[config.mk]
export PLATFORM = sky130hd
export DESIGN_NAME = axi_stream_extract_header
export DESIGN_NICKNAME = d
export VERILOG_FILES = /design/src/rtl/axi_stream_extract_header.sv
export SDC_FILE = /design/constraint.sdc
export NUM_CORES = 1
export LEC_CHECK = 0
export BUFFER_PORTS_ARGS = -buffer_cell sky130_fd_sc_hd__buf_2
export CELL_PAD_IN_SITES_DETAIL_PLACEMENT = 1
export CELL_PAD_IN_SITES_GLOBAL_PLACEMENT = 1
export CORE_MARGIN = 3
export CORE_UTILIZATION = 44
export DETAILED_ROUTE_END_ITERATION = 10
export PLACE_DENSITY = 0.84
export SETUP_SLACK_MARGIN = 0.2
export SLEW_MARGIN = 20
export SYNTH_ARGS = -nofsm -noshare
export SYNTH_HDL_FRONTEND = slang
export SYNTH_SLANG_ARGS = --single-unit
[constraint.sdc]
create_clock -name clk -period 8.1 [get_ports clk]
set_input_delay 1.62 -clock clk [delete_from_list [all_inputs] [get_ports clk]]
set_output_delay 1.62 -clock clk [all_outputs]
set_load 0.1 [all_outputs]
[src/rtl/axi_stream_extract_header.sv]
// axi_stream_extract_header
// Strips a 1..DATA_BYTE_WD byte header from the front of each AXI Stream
// packet. The header appears right-justified on a side channel. The remaining
// payload is re-packed into full, MSB-first beats.
// Optional build macro: AXIS_EXTRACT_ERR_CHECK_EN adds the err_short output,
// which flags short first beats and malformed keep patterns.
module axi_stream_extract_header #(
    parameter int DATA_WD      = 32,
    parameter int DATA_BYTE_WD = DATA_WD / 8,
    parameter int BYTE_CNT_WD  = $clog2(DATA_BYTE_WD)
) (
    input  logic                    clk,
    input  logic                    rst_n,
    input  logic                    valid_in,
    input  logic [DATA_WD-1:0]      data_in,
    input  logic [DATA_BYTE_WD-1:0] keep_in,
    input  logic                    last_in,
    output logic                    ready_in,
    output logic                    valid_out,
    output logic [DATA_WD-1:0]      data_out,
    output logic [DATA_BYTE_WD-1:0] keep_out,
    output logic                    last_out,
    input  logic                    ready_out,
    input  logic                    valid_cfg,
    input  logic [BYTE_CNT_WD-1:0]  strip_byte_cnt,
    output logic                    ready_cfg,
    output logic                    valid_hdr,
    output logic [DATA_WD-1:0]      data_hdr,
    output logic [DATA_BYTE_WD-1:0] keep_hdr,
    input  logic                    ready_hdr
`ifdef AXIS_EXTRACT_ERR_CHECK_EN
    ,
    output logic                    err_short
`endif
);

    // Wide enough to hold H = DATA_BYTE_WD itself.
    localparam int CNT_W = $clog2(DATA_BYTE_WD + 1);

    typedef enum logic [1:0] {IDLE, FIRST, BODY, FLUSH} state_t;

    state_t                  state_q, state_d;
    logic [CNT_W-1:0]        h_q, h_d;
    logic [DATA_WD-1:0]      hold_q, hold_d;
    logic [DATA_WD-1:0]      flush_data_q, flush_data_d;
    logic [DATA_BYTE_WD-1:0] flush_keep_q, flush_keep_d;

    logic                    valid_out_d, last_out_d;
    logic [DATA_WD-1:0]      data_out_d;
    logic [DATA_BYTE_WD-1:0] keep_out_d;
    logic                    valid_hdr_d;
    logic [DATA_WD-1:0]      data_hdr_d;
    logic [DATA_BYTE_WD-1:0] keep_hdr_d;

    logic [DATA_BYTE_WD-1:0] keep_eff;
    logic [DATA_WD-1:0]      data_m;
    logic [DATA_WD-1:0]      merged;
    logic                    out_free, hdr_free, in_fire;
    int                      n_bytes, h_bytes, r_bytes, p_bytes;

    // Top p lanes set (the first p bytes of a beat).
    function automatic logic [DATA_BYTE_WD-1:0] keep_top(input int p);
        logic [DATA_BYTE_WD-1:0] k;
        k = '0;
        for (int i = 0; i < DATA_BYTE_WD; i++) k[DATA_BYTE_WD-1-i] = (i < p);
        return k;
    endfunction

    // Low n lanes set (right-justified header enables).
    function automatic logic [DATA_BYTE_WD-1:0] keep_low(input int n);
        logic [DATA_BYTE_WD-1:0] k;
        k = '0;
        for (int i = 0; i < DATA_BYTE_WD; i++) k[i] = (i < n);
        return k;
    endfunction

    function automatic int popcount(input logic [DATA_BYTE_WD-1:0] k);
        int c;
        c = 0;
        for (int i = 0; i < DATA_BYTE_WD; i++) if (k[i]) c++;
        return c;
    endfunction

    function automatic logic [DATA_WD-1:0] byte_mask(input logic [DATA_BYTE_WD-1:0] k);
        logic [DATA_WD-1:0] m;
        for (int i = 0; i < DATA_BYTE_WD; i++) m[8*i +: 8] = {8{k[i]}};
        return m;
    endfunction

`ifdef AXIS_EXTRACT_ERR_CHECK_EN
    logic keep_bad;
    logic short_first;

    // Flag malformed keep patterns and treat such beats as fully populated.
    always_comb begin
        keep_bad = last_in ? (keep_in != keep_top(popcount(keep_in))) : (keep_in != '1);
        keep_eff = keep_bad ? '1 : keep_in;
    end

    assign short_first = (state_q == FIRST) & in_fire & last_in & (n_bytes < h_bytes);

    // One-cycle error pulse, registered alongside the header valid.
    always_ff @(posedge clk) begin
        if (!rst_n) err_short <= 1'b0;
        else        err_short <= (in_fire & keep_bad) | short_first;
    end
`else
    assign keep_eff = keep_in;
`endif

    assign out_free = ~valid_out | ready_out;
    assign hdr_free = ~valid_hdr | ready_hdr;
    assign in_fire  = valid_in & ready_in;

    // Readiness depends only on state and on whether the output slots can take data.
    always_comb begin
        ready_cfg = 1'b0;
        ready_in  = 1'b0;
        unique case (state_q)
            IDLE:    ready_cfg = 1'b1;
            // A last first beat may carry payload, so the payload slot must be free too.
            FIRST:   ready_in  = hdr_free & out_free;
            BODY:    ready_in  = out_free;
            default: ;
        endcase
    end

    // Next-state and datapath: split each accepted beat into header, payload and hold.
    always_comb begin
        // NOTE: every variable gets a default first so no path leaves it unassigned, which would infer a latch.
        state_d      = state_q;
        h_d          = h_q;
        hold_d       = hold_q;
        flush_data_d = flush_data_q;
        flush_keep_d = flush_keep_q;
        valid_out_d  = valid_out & ~ready_out;
        data_out_d   = data_out;
        keep_out_d   = keep_out;
        last_out_d   = last_out;
        valid_hdr_d  = valid_hdr & ~ready_hdr;
        data_hdr_d   = data_hdr;
        keep_hdr_d   = keep_hdr;
        n_bytes      = popcount(keep_eff);
        h_bytes      = int'(h_q);
        r_bytes      = DATA_BYTE_WD - h_bytes;
        p_bytes      = r_bytes + n_bytes;
        data_m       = data_in & byte_mask(keep_eff);
        merged       = hold_q | (data_m >> (8 * r_bytes));

        unique case (state_q)
            IDLE: begin
                if (valid_cfg) begin
                    h_d     = CNT_W'(int'(strip_byte_cnt) + 1);
                    hold_d  = '0;
                    state_d = FIRST;
                end
            end

            FIRST: begin
                if (in_fire) begin
                    valid_hdr_d = 1'b1;
                    if (last_in && (n_bytes < h_bytes)) begin
                        data_hdr_d = data_m >> (8 * (DATA_BYTE_WD - n_bytes));
                        keep_hdr_d = keep_low(n_bytes);
                    end else begin
                        data_hdr_d = data_m >> (8 * r_bytes);
                        keep_hdr_d = keep_low(h_bytes);
                    end
                    // Residual bytes stay left-justified; with R=0 the shift clears the hold.
                    hold_d = data_m << (8 * h_bytes);
                    if (!last_in) begin
                        state_d = BODY;
                    end else begin
                        state_d = IDLE;
                        if (n_bytes > h_bytes) begin
                            valid_out_d = 1'b1;
                            data_out_d  = data_m << (8 * h_bytes);
                            keep_out_d  = keep_top(n_bytes - h_bytes);
                            last_out_d  = 1'b1;
                        end
                    end
                end
            end

            BODY: begin
                if (in_fire) begin
                    if (!last_in) begin
                        valid_out_d = 1'b1;
                        data_out_d  = merged;
                        keep_out_d  = '1;
                        last_out_d  = 1'b0;
                        hold_d      = data_m << (8 * h_bytes);
                    end else begin
                        state_d = IDLE;
                        if (p_bytes == 0) begin
                            valid_out_d = valid_out & ~ready_out;
                        end else if (p_bytes <= DATA_BYTE_WD) begin
                            valid_out_d = 1'b1;
                            data_out_d  = merged;
                            keep_out_d  = keep_top(p_bytes);
                            last_out_d  = 1'b1;
                        end else begin
                            valid_out_d  = 1'b1;
                            data_out_d   = merged;
                            keep_out_d   = '1;
                            last_out_d   = 1'b0;
                            flush_data_d = data_m << (8 * h_bytes);
                            flush_keep_d = keep_top(n_bytes - h_bytes);
                            state_d      = FLUSH;
                        end
                    end
                end
            end

            FLUSH: begin
                if (out_free) begin
                    valid_out_d = 1'b1;
                    data_out_d  = flush_data_q;
                    keep_out_d  = flush_keep_q;
                    last_out_d  = 1'b1;
                    state_d     = IDLE;
                end
            end

            default: state_d = IDLE;
        endcase
    end

    // State register.
    always_ff @(posedge clk) begin
        // NOTE: sequential state uses non-blocking assignments so every flop samples pre-edge values.
        if (!rst_n) state_q <= IDLE;
        else        state_q <= state_d;
    end

    // Datapath and output registers.
    always_ff @(posedge clk) begin
        // NOTE: the hold and flush registers are reset too, so an aborted packet leaves no stale bytes behind.
        if (!rst_n) begin
            h_q          <= '0;
            hold_q       <= '0;
            flush_data_q <= '0;
            flush_keep_q <= '0;
            valid_out    <= 1'b0;
            data_out     <= '0;
            keep_out     <= '0;
            last_out     <= 1'b0;
            valid_hdr    <= 1'b0;
            data_hdr     <= '0;
            keep_hdr     <= '0;
        end else begin
            h_q          <= h_d;
            hold_q       <= hold_d;
            flush_data_q <= flush_data_d;
            flush_keep_q <= flush_keep_d;
            valid_out    <= valid_out_d;
            data_out     <= data_out_d;
            keep_out     <= keep_out_d;
            last_out     <= last_out_d;
            valid_hdr    <= valid_hdr_d;
            data_hdr     <= data_hdr_d;
            keep_hdr     <= keep_hdr_d;
        end
    end

endmodule

==> impl_metrics.py <==
metrics = {
    "cts": {
        "clock_path_buffers": 2,
        "cts_resized": 0,
        "postCtsHoldBufs": 0,
        "cts-root-buf": "clkbuf_16",
        "clkSinkCount": 148,
        "cts.clk_slew.worst_paths_ns": 0.07,
        "cts_setup_buffers": 0,
        "ctsHtreeMaxLevel": 4,
        "insertion_delay_ns": 0.44,
        "cts_tree": "done",
        "numCtsBuffers": 17,
    },
    "logic_synthesis": {
        "synthSimpleGateAreaFrac_pct": 17.38,
        "synth_common_cells": "dfxtp_1, nor2_1, a21oi_1",
        "ys_async_sr_fraction_pct": 0,
        "syn_inst": 1148,
        "synth_fa_ha_area_share_pct": 4.513,
        "synth-compound-area-share_pct": 34.55,
        "synth_top_area_cell": "dfxtp_1",
        "syn_area_per_cell_um2": 8.018,
        "yosysTopAreaCellShare_pct": 32.19,
        "synth_top_family_by_area": "compound AO/OA/AOI/OAI gates",
        "synth_xor_area_share_pct": 0.6660,
        "synth_ff_type": "dfxtp_1",
        "muxShareOfSynthArea_pct": 4.621,
        "syn-cell-area_um2": 9205,
        "ys_warn_count": 0,
        "synthMostInstantiatedCell": "dfxtp_1",
        "ys_ff_latch": 148,
        "yosys-top-cells-area": "dfxtp_1, a21oi_1, nor2_1",
        "synth_edf_count": 0,
        "seq_area_frac_synth_pct": 32.19,
        "synth_cell_types": 71,
    },
    "finish": {
        "drive_gt1_share_pct": 18.91,
        "synthToLayoutAreaGrowth_pct": 14.80,
        "n_fill_cell": 2507,
        "n_antenna_cell": 0,
        "nets": 1280,
        "layoutNonFillerInstCount": 1486,
        "finish.utilization_pct": 51.89,
        "design_area_um2": 10570,
    },
    "power": {
        "finalPower_mw": 2.830,
        "ir_worst_vdd_v": 0.0002291,
        "p_leak_nw": 4.045,
        "power_per_cell_area_nw_per_um2": 267.8,
    },
    "sta": {
        "setup_slack_ns": 1.514,
        "whs_ns": 0.4486,
        "min_period_ns": 6.586,
        "setup_viol": 0,
        "slew_headroom_pct": 31.52,
        "grt_setup_unrepaired": "false",
        "skew_ns": 0.01121,
        "finalMaxSlewViolations": 0,
        "setup_tns_ns": 0,
        "finalCritPeriodShare_pct": 81.31,
        "worst_pin_slew_ns": 1.014,
        "fmax_mhz": 151.8,
        "hold_viol_final": 0,
    },
    "floorplanning": {
        "dieWidth_um": 150.6,
        "pin_count": 122,
        "core.rowCount": 52,
        "die_height_um": 150.6,
        "die_area_um2": 22690,
        "start_util_pct": 45.20,
        "fp.coreArea_um2": 20360,
    },
    "critical_path": {
        "arrival_ns": 6.91,
        "crit_path_start_kind": "primary input",
        "path_buf_inv": 6,
        "cp_common_cell": "ha_1",
        "path_class": "primary input to flop",
        "cp_top_family": "compound AO/OA/AOI/OAI gates",
        "path_max_fanout": 38,
        "worstPathCellList": "buf_2 > inv_1 > ha_1 > xnor2_1 > buf_4 > inv_2 > ha_1 > mux2i_1 > inv_1 > ha_1 > a211o_1 > a21oi_2 > nand2b_1 > ha_1 > nand4_1 > or3_1 > a211oi_4 > nand4_1 > buf_4 > and2_4 > o221a_1",
        "max_stage_delay_ns": 0.41,
        "end_kind": "flop",
        "cp_slowest_cell": "a211o_1",
        "required_ns": 8.42,
    },
    "routing": {
        "avgRoutedWirePerCell_um": 25.13,
        "totalWireLength_um": 37350,
        "initialDrtViolationCount": 829,
        "vias_per_cell": 6.632,
        "drc": 0,
        "firstDrtPassIters": 7,
        "num_vias": 9855,
        "ant_nets": 0,
    },
    "placement": {
        "gp_congestion": 0.9752,
        "place_area_um2": 9921,
        "pre_cts_ws_ns": 0.9066,
        "dp.cells": 1454,
        "dp_hpwl_um": 25860,
        "port_buffers": 121,
    },
    "grt": {
        "antenna_found_initial": 1,
        "grt.total_usage_pct": 33.06,
        "grt_pass1_wl_um": 57680,
        "grt-ovfl-total": 0,
        "grt_pass1_vias": 9809,
        "grt_max_degree": 95,
    },
    "hold_path": {
        "hold_path.class": "flop to flop",
    },
    "status": {
        "status": "finished, final reports clean",
    },
    "job": {
        "maxCapViolations": 0,
    },
}
[power by group]
part | switching (mW) | internal (mW)
registers | 0.0259 | 0.772
clock network | 0.366 | 0.525
logic | 0.870 | 0.272
[final timing paths]
kind                                      to          from  slack (ns)  cells after the start
worst max-delay path             keep_out[2]    keep_in[0]        1.51                     21
worst min register to register  data_hdr[27]  data_hdr[27]        0.45                      2
worst min-delay path            data_hdr[27]  data_hdr[27]        0.45                      2
worst max register to register   keep_out[2]        h_q[0]        3.21                     14
[layout by cell type (no fill, tap or decap), types with 13 or more instances in the layout]
master,count
inv_1,17
nor3_1,16
buf_4,20
o21ai_1,51
buf_2,121
nand2b_1,17
nand4_1,37
a211oi_1,13
clkbuf_16,17
a21oi_1,110
a311oi_2,23
nor2_1,114
o221ai_1,14
nand3_1,45
dfxtp_1,147
o21ai_0,56
mux2i_1,38
o211ai_1,14
nand2_1,72
o221a_1,14
ha_1,30
a31oi_1,28
a22oi_1,40
[cell families after synthesis]
group,Yosys count
other cells,2
buf+inv,130
xor+xnor,7
simple gates,339
fa+ha+maj,32
compound gates,448
flops,148
mux,42
[final cells by class]
type                       count  area (um2)  area share (%)
clock buffer                  17       425.4           4.026
inverter                      21       81.33          0.7696
multi-input combinational    873        5776           54.65
clock inverter                15       216.5           2.048
tap                          270       337.8           3.197
sequential                   148        2964           28.05
timing repair buffer         142       767.0           7.258
[routing by layer]
layer  up-vias  wire [um]  track usage (%)
met5         -         13                0
met4         2       1726            15.41
met3       102       2656            7.225
met2       422      17910            55.01
met1      4881      15040            40.76
li1       4448          -                -
[state kept, by name, summed over array words and instances, names as in the netlist]
name          count
valid_out         1
valid_hdr         1
keep_hdr          4
flush_data_q     32
state_q           2
h_q               3
flush_keep_q      4
data_out         32
data_hdr         32
hold_q           32
last_out          1
keep_out          4
[worst reg2reg max path: stages, from the launching register on]
cell	delay (ns)
dfxtp_2	0.34
inv_2	0.14
ha_1	0.39
inv_1	0.35
fa_1	0.62
nor2b_1	0.28
o311ai_0	0.18
ha_1	0.34
nor4b_1	0.29
nand4_1	0.20
a211oi_4	0.44
nand4_1	0.14
buf_4	0.31
and2_4	0.40
o221a_1	0.35
(Power assumes the default switching activity.)
